File: src/rtl/mips16_ctrl_pkg.sv
// Shared definitions for the MIPS16 run controller: state encoding, phase names, default widths.
// Latency: n/a (definitions only).
// Backpressure: n/a.
package mips16_ctrl_pkg;

  localparam int ADDR_W_DEF = 10;
  localparam int NPHASE_DEF = 4;

  typedef enum logic [1:0] {
    S_IDLE = 2'd0,
    S_RUN  = 2'd1,
    S_STEP = 2'd2,
    S_HALT = 2'd3
  } state_t;

  localparam logic [1:0] PH_FETCH  = 2'd0;
  localparam logic [1:0] PH_DECODE = 2'd1;
  localparam logic [1:0] PH_EXEC   = 2'd2;
  localparam logic [1:0] PH_WBACK  = 2'd3;

endpackage

File: src/rtl/pc_run_controller_phase_sequencer.sv
// Tick-qualified modulo-NPHASE micro-phase counter with synchronous clear and wrap indication.
// Latency: phase updates one cycle after adv; wrap is combinational from adv and current phase.
// Backpressure: none; adv low simply holds the phase.
module phase_sequencer #(
  parameter int NPHASE = 4,
  parameter int PH_W   = $clog2(NPHASE)
) (
  input  logic            clk,
  input  logic            rst_n,
  input  logic            clr,
  input  logic            adv,
  output logic [PH_W-1:0] phase,
  output logic            wrap
);

  localparam logic [PH_W-1:0] PH_LAST = PH_W'(NPHASE - 1);

  // Wrap marks the advancing tick that retires the last phase of an instruction.
  assign wrap = adv && (phase == PH_LAST);

  // Phase counter: clear wins, otherwise step on adv and wrap at the last phase.
  always_ff @(posedge clk or negedge rst_n) begin
    if (!rst_n) begin
      phase <= '0;
    end else if (clr) begin
      phase <= '0;
    end else if (adv) begin
      phase <= (phase == PH_LAST) ? '0 : phase + 1'b1;
    end
  end

endmodule

File: src/rtl/pc_run_controller.sv
// Run/step/back-step/stop/clear sequencer for the PC and the 4-phase micro-cycle, with breakpoint halt.
// Latency: every output is registered; strobes appear the cycle after the qualifying tick or request.
// Backpressure: none; without tick the controller holds its phase indefinitely.
module pc_run_controller
  import mips16_ctrl_pkg::*;
#(
  parameter int ADDR_W = ADDR_W_DEF,
  parameter int NPHASE = NPHASE_DEF,
  localparam int PH_W  = $clog2(NPHASE)
) (
  input  logic              clk,
  input  logic              Clear_n,
  input  logic              tick,
  input  logic              run_req,
  input  logic              step_req,
  input  logic              back_req,
  input  logic              stop_req,
  input  logic              clr_req,
  input  logic              cpu_halt,
  input  logic [ADDR_W-1:0] pc_addr,
  input  logic              bp_en,
  input  logic [ADDR_W-1:0] bp_addr,
  output logic [PH_W-1:0]   phase,
  output logic              pc_adv,
  output logic              pc_back,
  output logic              pc_clear,
  output logic              running,
  output logic              halted,
  output logic              bp_hit
);

  state_t state;
  logic   stop_pend;
  logic   skip_bp;
  logic   active;
  logic   bp_stop;
  logic   seq_adv;
  logic   seq_clr;
  logic   seq_wrap;

  // Qualify ticks: breakpoint check at the phase-0 tick of a run, otherwise advance the phase.
  always_comb begin
    active  = (state == S_RUN) || (state == S_STEP);
    bp_stop = 1'b0;
    seq_adv = 1'b0;
    seq_clr = clr_req;
    if (!clr_req && active && tick) begin
      if ((state == S_RUN) && (phase == '0) && bp_en && (pc_addr == bp_addr) && !skip_bp) begin
        bp_stop = 1'b1;
      end else begin
        seq_adv = 1'b1;
      end
    end
  end

  phase_sequencer #(
    .NPHASE (NPHASE),
    .PH_W   (PH_W)
  ) u_phase_sequencer (
    .clk   (clk),
    .rst_n (Clear_n),
    .clr   (seq_clr),
    .adv   (seq_adv),
    .phase (phase),
    .wrap  (seq_wrap)
  );

  // Control FSM with registered strobes and status; clr_req overrides every state.
  always_ff @(posedge clk or negedge Clear_n) begin
    if (!Clear_n) begin
      state     <= S_IDLE;
      stop_pend <= 1'b0;
      skip_bp   <= 1'b0;
      pc_adv    <= 1'b0;
      pc_back   <= 1'b0;
      pc_clear  <= 1'b0;
      running   <= 1'b0;
      halted    <= 1'b0;
      bp_hit    <= 1'b0;
    end else begin
      pc_adv   <= 1'b0;
      pc_back  <= 1'b0;
      pc_clear <= 1'b0;
      if (clr_req) begin
        state     <= S_IDLE;
        stop_pend <= 1'b0;
        skip_bp   <= 1'b0;
        pc_clear  <= 1'b1;
        running   <= 1'b0;
        halted    <= 1'b0;
        bp_hit    <= 1'b0;
      end else begin
        case (state)
          S_IDLE: begin
            // A stop request outranks run/step and has nothing to stop while idle.
            if (stop_req) begin
              state <= S_IDLE;
            end else if (run_req) begin
              state   <= S_RUN;
              skip_bp <= 1'b1;
              bp_hit  <= 1'b0;
              running <= 1'b1;
            end else if (step_req) begin
              state   <= S_STEP;
              bp_hit  <= 1'b0;
              running <= 1'b1;
            end else if (back_req && (pc_addr != '0)) begin
              pc_back <= 1'b1;
            end
          end
          S_RUN, S_STEP: begin
            if (stop_req) begin
              stop_pend <= 1'b1;
            end
            if (bp_stop) begin
              state     <= S_IDLE;
              bp_hit    <= 1'b1;
              running   <= 1'b0;
              stop_pend <= 1'b0;
            end else if (seq_adv) begin
              if (phase == '0) begin
                skip_bp <= 1'b0;
              end
              if (seq_wrap) begin
                if (cpu_halt) begin
                  state     <= S_HALT;
                  halted    <= 1'b1;
                  running   <= 1'b0;
                  stop_pend <= 1'b0;
                end else begin
                  pc_adv <= 1'b1;
                  // Instruction boundary: a stop seen in this same cycle also takes effect.
                  if ((state == S_STEP) || stop_pend || stop_req) begin
                    state     <= S_IDLE;
                    running   <= 1'b0;
                    stop_pend <= 1'b0;
                  end
                end
              end
            end
          end
          default: begin
            state <= S_HALT;
          end
        endcase
      end
    end
  end

endmodule

File: config.mk
export PLATFORM = sky130hd
export DESIGN_NAME = pc_run_controller
export DESIGN_NICKNAME = d
export VERILOG_FILES = /design/src/rtl/mips16_ctrl_pkg.sv /design/src/rtl/pc_run_controller_phase_sequencer.sv /design/src/rtl/pc_run_controller.sv
export SDC_FILE = /design/constraint.sdc
export NUM_CORES = 1
export LEC_CHECK = 0
export ABC_AREA = 0
export BUFFER_PORTS_ARGS = -buffer_cell sky130_fd_sc_hd__buf_2
export CAP_MARGIN = 20
export CORE_AREA = 5 5 50 52
export CTS_CLUSTER_SIZE = 30
export DETAILED_ROUTE_END_ITERATION = 10
export DIE_AREA = 0 0 55 57
export PLACE_DENSITY_LB_ADDON = 0.12
export REMOVE_ABC_BUFFERS = 1
export SYNTH_ARGS = -nofsm -noshare
export SYNTH_HDL_FRONTEND = slang
export SYNTH_HIERARCHICAL = 1
export SYNTH_SLANG_ARGS = --single-unit
File: constraint.sdc
create_clock -name clk -period 3.2 [get_ports clk]
set_clock_uncertainty 0.05 [all_clocks]
set_input_delay 0.32 -clock clk [delete_from_list [all_inputs] [get_ports clk]]
set_output_delay 0.32 -clock clk [all_outputs]
set_load 0.02 [all_outputs]
==> results of run 1 <==
==> logic make-up after synthesis <==
family                   count (synthesis)
AO/OA/AOI/OAI                           22
XOR/XNOR                                10
adder cells (fa/ha/maj)                  5
buffers and inverters                    9
flip-flops                              12
multiplexers                             3
AND/OR/NAND/NOR                         32
==> flip-flops by register name (all words and copies together), names as in the netlist <==
signal,cells
bp_hit,1
skip_bp,1
pc_adv,1
stop_pend,1
u_phase_sequencer/phase,2
state,2
running,1
pc_back,1
pc_clear,1
halted,1
==> Yosys cell counts, types with 2 or more instances <==
cell     number  area, µm²
and2_1        2       12.5
nor2_1        6       22.5
inv_1         8       30.0
nor4_1        4       25.0
mux2_2        2       22.5
nand4_1       6       37.5
xnor2_1      10       87.6
a21oi_1       6       30.0
nand2_1       2       7.51
ha_1          5       62.6
nor3_1        3       15.0
dfrtp_1      12        300
a31oi_1       3       18.8
o21ai_0       3       15.0
==> path summary, 6_finish.rpt <==
check | startpoint | endpoint | slack (ns) | cells after the start
max | u_phase_sequencer/phase[1]$_DFFE_PN0P_ | state[1]$_DFFE_PN0P_ | 0.55 | 10
max reg2reg | u_phase_sequencer/phase[1]$_DFFE_PN0P_ | state[1]$_DFFE_PN0P_ | 0.55 | 10
min | back_req | pc_back$_DFF_PN0_ | 0.22 | 3
max in group asynchronous | Clear_n | state[0]$_DFFE_PN0P_ | 2.47 | 2
min in group asynchronous | Clear_n | u_phase_sequencer/phase[0]$_DFFE_PN0P_ | 0.41 | 2
min reg2reg | bp_hit$_DFFE_PN0P_ | bp_hit$_DFFE_PN0P_ | 0.46 | 2
==> power breakdown <==
part	internal (W)	leakage (nW)	switching [W]
clock	0.0000691	0.0210	0.0000523
combinational	0.000106	0.382	0.000134
sequential	0.000175	0.160	0.0000245
==> what timing repair did <==
action / CTS / global route
hold endpoints to repair: 12 / 0
hold buffers: 1 / 0
resized for setup: 0 / 0
==> layout make-up <==
class	instances	area (µm²)
Fill cell	206	908
Multi-Input combinational cell	72	551
Sequential cell	12	300
Timing Repair Buffer	39	203
Clock buffer	4	36.3
Tap cell	28	35.0
Inverter	8	30.0
==> stage by stage <==
| stage | total power (W) | hold WS (ns) | setup WS, ns | util (%) | std cells |
|---|---|---|---|---|---|
| floorplan | 0.000363 | -0.0256 | 0.768 | - | 92 |
| global placement | 0.000439 | 0.163 | 0.666 | 53.7 | 158 |
| detailed placement | 0.000442 | 0.167 | 0.555 | 53.7 | 158 |
| CTS | 0.000564 | 0.214 | 0.544 | 56.0 | 163 |
| global route | 0.000607 | 0.218 | 0.293 | 56.0 | 163 |
| finish | 0.000561 | 0.216 | 0.548 | 56.0 | 163 |
==> worst reg2reg max path: cells and delay by family, from the launching register on <==
family                 cells  cell delay, ns
flip-flops                 1            0.45
multiplexers               1            0.35
buffers and inverters      1            0.17
AO/OA/AOI/OAI              2            0.23
AND/OR/NAND/NOR            6            1.30
==> routing by layer <==
layer / vias to the layer above / part of all wire [%] / GRT usage (%)
met4: 0 / 0.81 / 4.17
met1: 423 / 40 / 20.0
met3: 4 / 6.6 / 3.39
li1: 431 / - / -
met2: 37 / 53 / 26.0
met5: - / 0 / 0
==> impl_results.md, run 1 <==
* Post-Synth Simple-Gate Area at 23.4%
* Status: complete, no violations
* Slowest CP cell: dfrtp_1
* Ys flop type: dfrtp_1
* Final period util at 82.9%
* Worst-path maximum fanout at 7
* Die ar. at 0.00314 mm²
* Crit path capture type: flip-flop
* Crit path buf inv count at 1
* Worst-Margin Slew at 0.347 ns
* Hpwl dp at around 1.9 mm
* Die X at roughly 55 µm
* Hold Fails Final Rpt at 0
* Crit-path max cell delay at approximately 0.45 ns
* WP data required at ~3.3 ns
* Commonest non-fill, non-tap cell in the layout: buf_2
* I/O pin count at 38
* Avg Cell Area, Syn at approximately 9.5 µm²
* Vias in the first global route at around 890
* Post-synthesis cell area at 886 µm²
* CTS tree: yes
* Delay-heaviest family, CP: simple AND/OR/NAND/NOR gates
* XOR/XNOR share of the synthesized area at approximately a tenth
* Tightest Hold Check Type: input pin to flip-flop
* Ant diodes at 0
* Mux share of post-synthesis cell area at 3.67%
* Max-slew violation count at 0
* Largest net degree at the start of global routing at 15
* Port bufs at 37
* Compound-Gate Fraction of Synth Area at ~18%
* DR iter-0 viols at 35
* Adder-cell area share of the yosys netlist at between 7 and 8%
* H-tree levels at 1
* FF+latch count, synth at 12
* DRT antenna net count at 0
* TritonCTS buffer count at 3
* Largest family of logic cells by synthesized area: simple AND/OR/NAND/NOR gates
* Peak supply drop at ~270 µV
* Share of cells above drive strength 1 at 37.0%
* Via Count at 895
* CP Cell Sequence: nor4b_4, nand4_1, nor3_1, nor4_1, buf_4, and2_1, o2111ai_1, o21ai_0, nor2_2, mux2_2
* Nets at about 170
* Max capacitance violation total at 0
* Most frequent cells in the layout: 37 x buf_2, 12 x dfrtp_1, 10 x xnor2_1
* Synth-to-layout area growth at 30.4%
* Clk pin slew, worst setup/hold paths at 0.08 ns
* Grt ovf at 0
* GRT Util Overall at 15.6%
* Vias per inst at 5.49
* Asr flop ratio synth at between 90% and 100%
* Setup TNS at 0 ns
* Post-synth EDFFs at 0
* Fmax at 377 MHz
* Warnings from Yosys at 6
* Design area at around 0.0012 mm²
* Slew HR at 76.5%
* CTS Sinks at 12
* Fin crit period at between 2 and 3 ns
* Startpoint Class: flip-flop
* Critical setup path kind: flip-flop to flip-flop
* Synthesized instance count at between 90 and 100
* Die height at about 57 µm
* RSZ-0062 raised after global routing: no
* DRC at 0
* LEAKAGE at roughly 0.56 nW
* Initial Util at between 40% and 50%
* # rows at 17
* Total Routed Length at between 2 and 2.5 mm
* Core footprint at ~0.0021 mm²
* Root buffer cell: clkbuf_4
* Post-CTS setup buffers at 0
* Initial antenna violation count at 0
* First-pass GRT wire length at between 3 and 4 mm
* Setup Viol. Count Final at 0
* DRT Pass-1 Iters at 4
* Placed Area at ~0.0011 mm²
* Crit path DAT at approximately 2.8 ns
* Routed WL per cell at approximately 14 µm
* PD cells at approximately 500 mW/mm²
* Clock Tree Buf Depth at 2
* Final GP Congestion at about 0.83
* Worst-Skew Late Latency at ~0.27 ns
* Sequential area share after synthesis at 33.9%
* Distinct cells, synth at 35
Power figures use the tool's default switching activity.
==> run 2, diff against run 1 <==
Settings changed: CORE_AREA 5 5 50 52 to 5 5 52 54, DIE_AREA 0 0 55 57 to 0 0 57 59.
Clock period 3.2 ns to 2.2 ns, I/O delays scaled along.
==> run 2 against run 1 <==
The run now ends with negative setup slack left. Total power up 58%. Via count up 2.8%. Non-clock buffer count up 11. Critical path depth down 1. Global-route usage about the same. Register-to-register slack worse by 0.56 ns. Flip-flop and latch count unchanged. Core utilization up 1.9 points. Critical endpoint unchanged. Largest power group unchanged. Highest routed layer unchanged.
==> impl_results.md, run 2 (synthesized netlist as in run 1, its figures left out) <==
* DR iter-0 viols at 23
* Initial Util at between 40 and 50%
* DRT antenna net count at 0
* Commonest non-fill, non-tap cell in the layout: buf_2
* Peak supply drop at approximately 440 µV
* Design area at 0.00126 mm²
* CTS Sinks at 12
* Fin crit period at 2.21 ns
* Final GP Congestion at ~0.85
* Port bufs at 37
* Via Count at a little over 900
* CTS tree: yes
* Clock Tree Buf Depth at 2
* Hold Fails Final Rpt at 0
* Worst flop-to-flop path endpoint: state[1]$_DFFE_PN0P_
* Tightest Hold Check Type: input pin to flip-flop
* GRT Util Overall at 15.7%
* Final period util at 100%
* Clk pin slew, worst setup/hold paths at ~0.090 ns
* Synth-to-layout area growth at 41.8%
* Crit path capture type: flip-flop
* Crit path from: skip_bp$_DFFE_PN0P_
* Reg2reg setup slack at -0.01 ns
* Placed cells at between 150 and 200
* Setup Viol. Count Final at 2
* Nets at 182
* LEAKAGE at a little over 0.6 nW
* WP data required at 2.32 ns
* Max-slew violation count at 0
* Status: complete, but fails checks
* Die height at between 50 and 60 µm
* Initial antenna violation count at 0
* Pwr Total at around 0.0009 W
* PnR worst setup slack at -0.0102 ns
* Die X at ~57 µm
* Most frequent cells in the layout: 37 x buf_2, 12 x dfrtp_1, 12 x buf_4
* Critical setup path kind: flip-flop to flip-flop
* TritonCTS buffer count at 3
* # rows at 17
* Worst-Skew Late Latency at between 0.2 and 0.3 ns
* Hpwl dp at 2.06 mm
* Biggest regs: state: 2 flops, u_phase_sequencer/phase: 2 flops
* Worst-path maximum fanout at 2
* Pre-CTS setup slack at -0.0218 ns
* Crit path DAT at between 2 and 2.5 ns
* Slew HR at 77.0%
* Share of cells above drive strength 1 at 43.2%
* H-tree levels at 1
* DRT Pass-1 Iters at 4
* Largest net degree at the start of global routing at 14
* Placed Area at approximately 0.0012 mm²
* Startpoint Class: flip-flop
* Worst r2r src: skip_bp$_DFFE_PN0P_
* Fmax at between 400 and 500 MHz
* RSZ-0062 raised after global routing: yes
* Worst-Margin Slew at approximately 0.34 ns
* DRC at 0
* PD cells at just over 700 mW/mm²
* Die ar. at approximately 0.0034 mm²
* Core footprint at 0.00217 mm²
* Routed WL per cell at ~14 µm
* Total Routed Length at 2.51 mm
* I/O pin count at 38
* Root buffer cell: clkbuf_4
* Ant diodes at 0
* Final cell count without fillers at around 170
* First-pass GRT wire length at 4.17 mm
* End point of the critical path: state[1]$_DFFE_PN0P_
* Vias per inst at around 5.3
* Max capacitance violation total at 0
* R2R depth at 9
* Vias in the first global route at 980
* Setup TNS at -0.0196 ns
* Failing checks: negative setup slack
* Grt ovf at 0
==> run 2: cell types whose count changed in the layout (fill, tap and decap cells not counted), sizes merged <==
| cell | delta |
|---|---|
| buf | +11 |
==> run 2: repair_timing <==
item | CTS | global route
pin swaps | 2 | 4
hold buffers | 1 | 0
buffers inserted | 0 | 2
hold endpoints to repair | 12 | 0
resized for setup | 1 | 4
setup endpoints to repair | 2 | 3
==> run 2: critical path, cell delays in order, from the launching register on <==
cell       delay (ns)
dfrtp_1          0.42
nor4b_4          0.30
nand4_1          0.19
nor3_2           0.25
nor4_2           0.07
and2_1           0.15
o2111ai_1        0.08
o21ai_1          0.10
nor2_2           0.17
mux2_4           0.31
==> run 2: stage by stage <==
stage	utilization [%]	hold WS (ns)
after floorplan	-	-0.126
after global placement	54.2	0.0719
after detailed placement	54.2	0.0782
after CTS	56.6	0.106
after global routing	57.9	0.122
final	57.9	0.107
==> run 2: layout make-up <==
| cell class | instances | area [µm²] |
|---|---|---|
| flip-flops and latches | 12 | 300 |
| inverters | 8 | 30.0 |
| multi-input cells | 72 | 569 |
| well taps | 28 | 35.0 |
| fillers | 217 | 913 |
| repair buffers | 50 | 285 |
| clock buffers | 4 | 36.3 |
==> run 2: per-layer routing <==
layer	global-route usage (%)	routed length (µm)
met3	3.27	96
met5	0	0
met4	4.97	14
met2	26.6	1290
met1	19.9	1110
==> run 2: report_power, final <==
part           switching (W)  internal [W]  total [W]
clock              0.0000831      0.000101   0.000184
sequential         0.0000310      0.000255   0.000286
combinational       0.000222      0.000196   0.000417
==> run 2: worst min-delay path by stage <==
stage                         from                 end  slack, ns  cells after the start
after detailed placement   Clear_n   pc_back$_DFF_PN0_       0.08                      1
after global placement     Clear_n   pc_back$_DFF_PN0_       0.07                      1
after CTS                 back_req   pc_back$_DFF_PN0_       0.11                      3
after global routing      back_req   pc_back$_DFF_PN0_       0.12                      3
final                     back_req   pc_back$_DFF_PN0_       0.11                      3
after floorplan            Clear_n  bp_hit$_DFFE_PN0P_      -0.13                      0
==> run 3, diff against run 2 <==
Settings changed: CELL_PAD_IN_SITES_DETAIL_PLACEMENT set to 1, CELL_PAD_IN_SITES_GLOBAL_PLACEMENT set to 1, CORE_AREA 5 5 52 54 to 5 5 61 63, DIE_AREA 0 0 57 59 to 0 0 66 68, RECOVER_POWER set to 25.
==> run 3 against run 2 <==
The run still ends with negative setup slack left. Highest routed layer unchanged. Via count increased by 1.3%. Combinational power grew 8.2%. Largest power group unchanged. Critical path depth decreased by 1. Clock power is 23% lower. Non-clock buffer count up 3. Register-to-register slack about the same. Die area increased by 33%.
==> impl_results.md, run 3 (synthesized netlist as in run 1, its figures left out) <==
* Status: complete, but fails checks
* Failing checks: negative setup slack
* Initial antenna violation count at 0
* Die height at just under 70 µm
* I/O pin count at 38
* Worst r2r src: u_phase_sequencer/phase[1]$_DFFE_PN0P_
* Hold Startpoint: back_req
* Worst flop-to-flop path endpoint: state[1]$_DFFE_PN0P_
* Pwr Total at 0.000878 W
* Vias per inst at between 4 and 5
* Startpoint Class: flip-flop
* Worst-path maximum fanout at 2
* Vias in the first global route at 1,023
* DR iter-0 viols at 15
* H-tree levels at 1
* CTS tree: yes
* PnR worst setup slack at -0.00402 ns
* Die ar. at 0.00449 mm²
* Clk pin slew, worst setup/hold paths at around 0.08 ns
* Worst-Margin Slew at 0.442 ns
* Net Sw Frac at 39.6%
* Commonest non-fill, non-tap cell in the layout: buf_2
* CTS Sinks at 12
* TritonCTS buffer count at 3
* Internal power at between 0.0005 and 0.0006 W
* Power share of the clock group at between 10% and 20%
* Port bufs at 37
* Comb pwr share at approximately half
* Peak supply drop at about 290 µV
* Largest net degree at the start of global routing at 14
* Switching power total at approximately 0.00035 W
* Setup Viol. Count Final at 2
* Placed Area at 0.00121 mm²
* Ant diodes at 0
* Critical setup path kind: flip-flop to flip-flop
* Placed cells at roughly 190
* Max-slew violation count at 0
* Design area at approximately 0.0013 mm²
* # rows at 21
* Max capacitance violation total at 0
* Setup TNS at -0.00742 ns
* Worst Hold Depth at 3
* Die X at around 66 µm
* Routed WL per cell at between 15 and 20 µm
* First-pass GRT wire length at approximately 4.6 mm
* R2R depth at 8
* Synth-to-layout area growth at 47.0%
* Tightest Hold Check Type: input pin to flip-flop
* PD cells at between 600 and 700 mW/mm²
* DRT antenna net count at 0
* Worst Hold Path EP: pc_back$_DFF_PN0_
* Grt ovf at 0
* GRT Util Overall at a little over an eighth
* Worst-Skew Late Latency at 0.28 ns
* Most frequent cells in the layout: 37 x buf_2, 15 x buf_4, 12 x dfrtp_1
* Hpwl dp at approximately 2.3 mm
* Fillers at approximately 400
* DRT Pass-1 Iters at 4
* Reg power frac at about 33%
* Root buffer cell: clkbuf_4
* Reg2reg setup slack at -0.004 ns
* Nets at 185
* Share of cells above drive strength 1 at between 40 and 50%
* Crit path capture type: flip-flop
* Clock Tree Buf Depth at 2
* Core footprint at around 0.0032 mm²
* Crit path DAT at approximately 2.3 ns
* Slew HR at between 70% and 80%
* Total Routed Length at between 2 and 3 mm
* Final cell count without fillers at 194
* RSZ-0062 raised after global routing: yes
* Final GP Congestion at approximately 0.80
* Via Count at about 930
* Fmax at ~450 MHz
* Initial Util at between 20% and 30%
* DRC at 0
* Pre-CTS setup slack at -0.0547 ns
* Fin crit period at around 2.2 ns
* LEAKAGE at 0.635 nW
* WP data required at between 2 and 2.5 ns
* Final period util at 100%
* Hold Fails Final Rpt at 0
* Biggest regs: state: 2 flops, u_phase_sequencer/phase: 2 flops
==> run 3: changes by cell type in the layout (fill, tap and decap cells not counted) <==
cell | previous run | this run
o41ai_2 | 1 | 0
clkbuf_8 | 1 | 0
or4b_1 | 1 | 0
o41ai_4 | 0 | 1
or4b_4 | 0 | 1
buf_4 | 12 | 15
==> run 3: metal layers <==
| metal | wire length (µm) | global-route usage, % | share of wire, % |
|---|---|---|---|
| met2 | 1470 | 24.2 | 50 |
| met1 | 1310 | 16.3 | 45 |
| met3 | 103 | 3.61 | 3.5 |
| met4 | 29 | 3.81 | 0.99 |
| met5 | 0 | 0 | 0 |
==> run 3: how the worst max path moves through the flow <==
stage	endpoint	slack [ns]	start	depth (start not counted)
CTS	state[1]$_DFFE_PN0P_	0.02	u_phase_sequencer/phase[1]$_DFFE_PN0P_	7
global placement	state[1]$_DFFE_PN0P_	-0.004	u_phase_sequencer/phase[1]$_DFFE_PN0P_	9
floorplan	state[0]$_DFFE_PN0P_	-0.23	u_phase_sequencer/phase[1]$_DFFE_PN0P_	9
detailed placement	state[1]$_DFFE_PN0P_	-0.05	u_phase_sequencer/phase[1]$_DFFE_PN0P_	9
finish	state[1]$_DFFE_PN0P_	-0.004	u_phase_sequencer/phase[1]$_DFFE_PN0P_	8
global route	state[0]$_DFFE_PN0P_	-0.14	u_phase_sequencer/phase[1]$_DFFE_PN0P_	9
==> run 3: timing repair <==
action / CTS / global route
setup endpoints to repair: 2 / 2
hold buffers: 1 / 0
gates resized for setup: 2 / 5
setup buffers: 1 / 2
hold endpoints to repair: 12 / 0
pin swaps: 2 / 2
cloned: 0 / 0
==> run 3: power groups by stage <==
stage | Sequential, W | Combinational (W) | Clock, W
2_1_floorplan | 0.000305 | 0.000223 | 0
3_3_place_gp | 0.000287 | 0.000410 | 0
3_5_place_dp | 0.000290 | 0.000414 | 0
4_1_cts | 0.000286 | 0.000423 | 0.000146
5_1_grt | 0.000292 | 0.000497 | 0.000156
6_report | 0.000286 | 0.000451 | 0.000142
==> run 3: through the flow <==
step           utilization [%]  hold WS, ns
3_3_place_gp              38.2       0.0737
6_report                  41.0        0.106
4_1_cts                   39.7       0.0988
2_1_floorplan                -       -0.126
5_1_grt                   41.0        0.133
3_5_place_dp              38.2       0.0761
==> run 3: area by class of cell <==
class | count | area, µm² | area share [%]
clock buffer | 3 | 22.5 | 1.73
multi-input combinational | 72 | 584 | 44.9
sequential | 12 | 300 | 23.1
tap | 46 | 57.6 | 4.42
timing repair buffer | 53 | 308 | 23.6
inverter | 8 | 30.0 | 2.31
==> run 3: worst max-delay path: stages, from the launching register on <==
cell     delay, ns
dfrtp_1       0.41
nor4b_4       0.33
nand4_1       0.20
buf_4         0.18
buf_4         0.12
buf_4         0.14
o41ai_4       0.28
a21oi_1       0.12
mux2_4        0.28
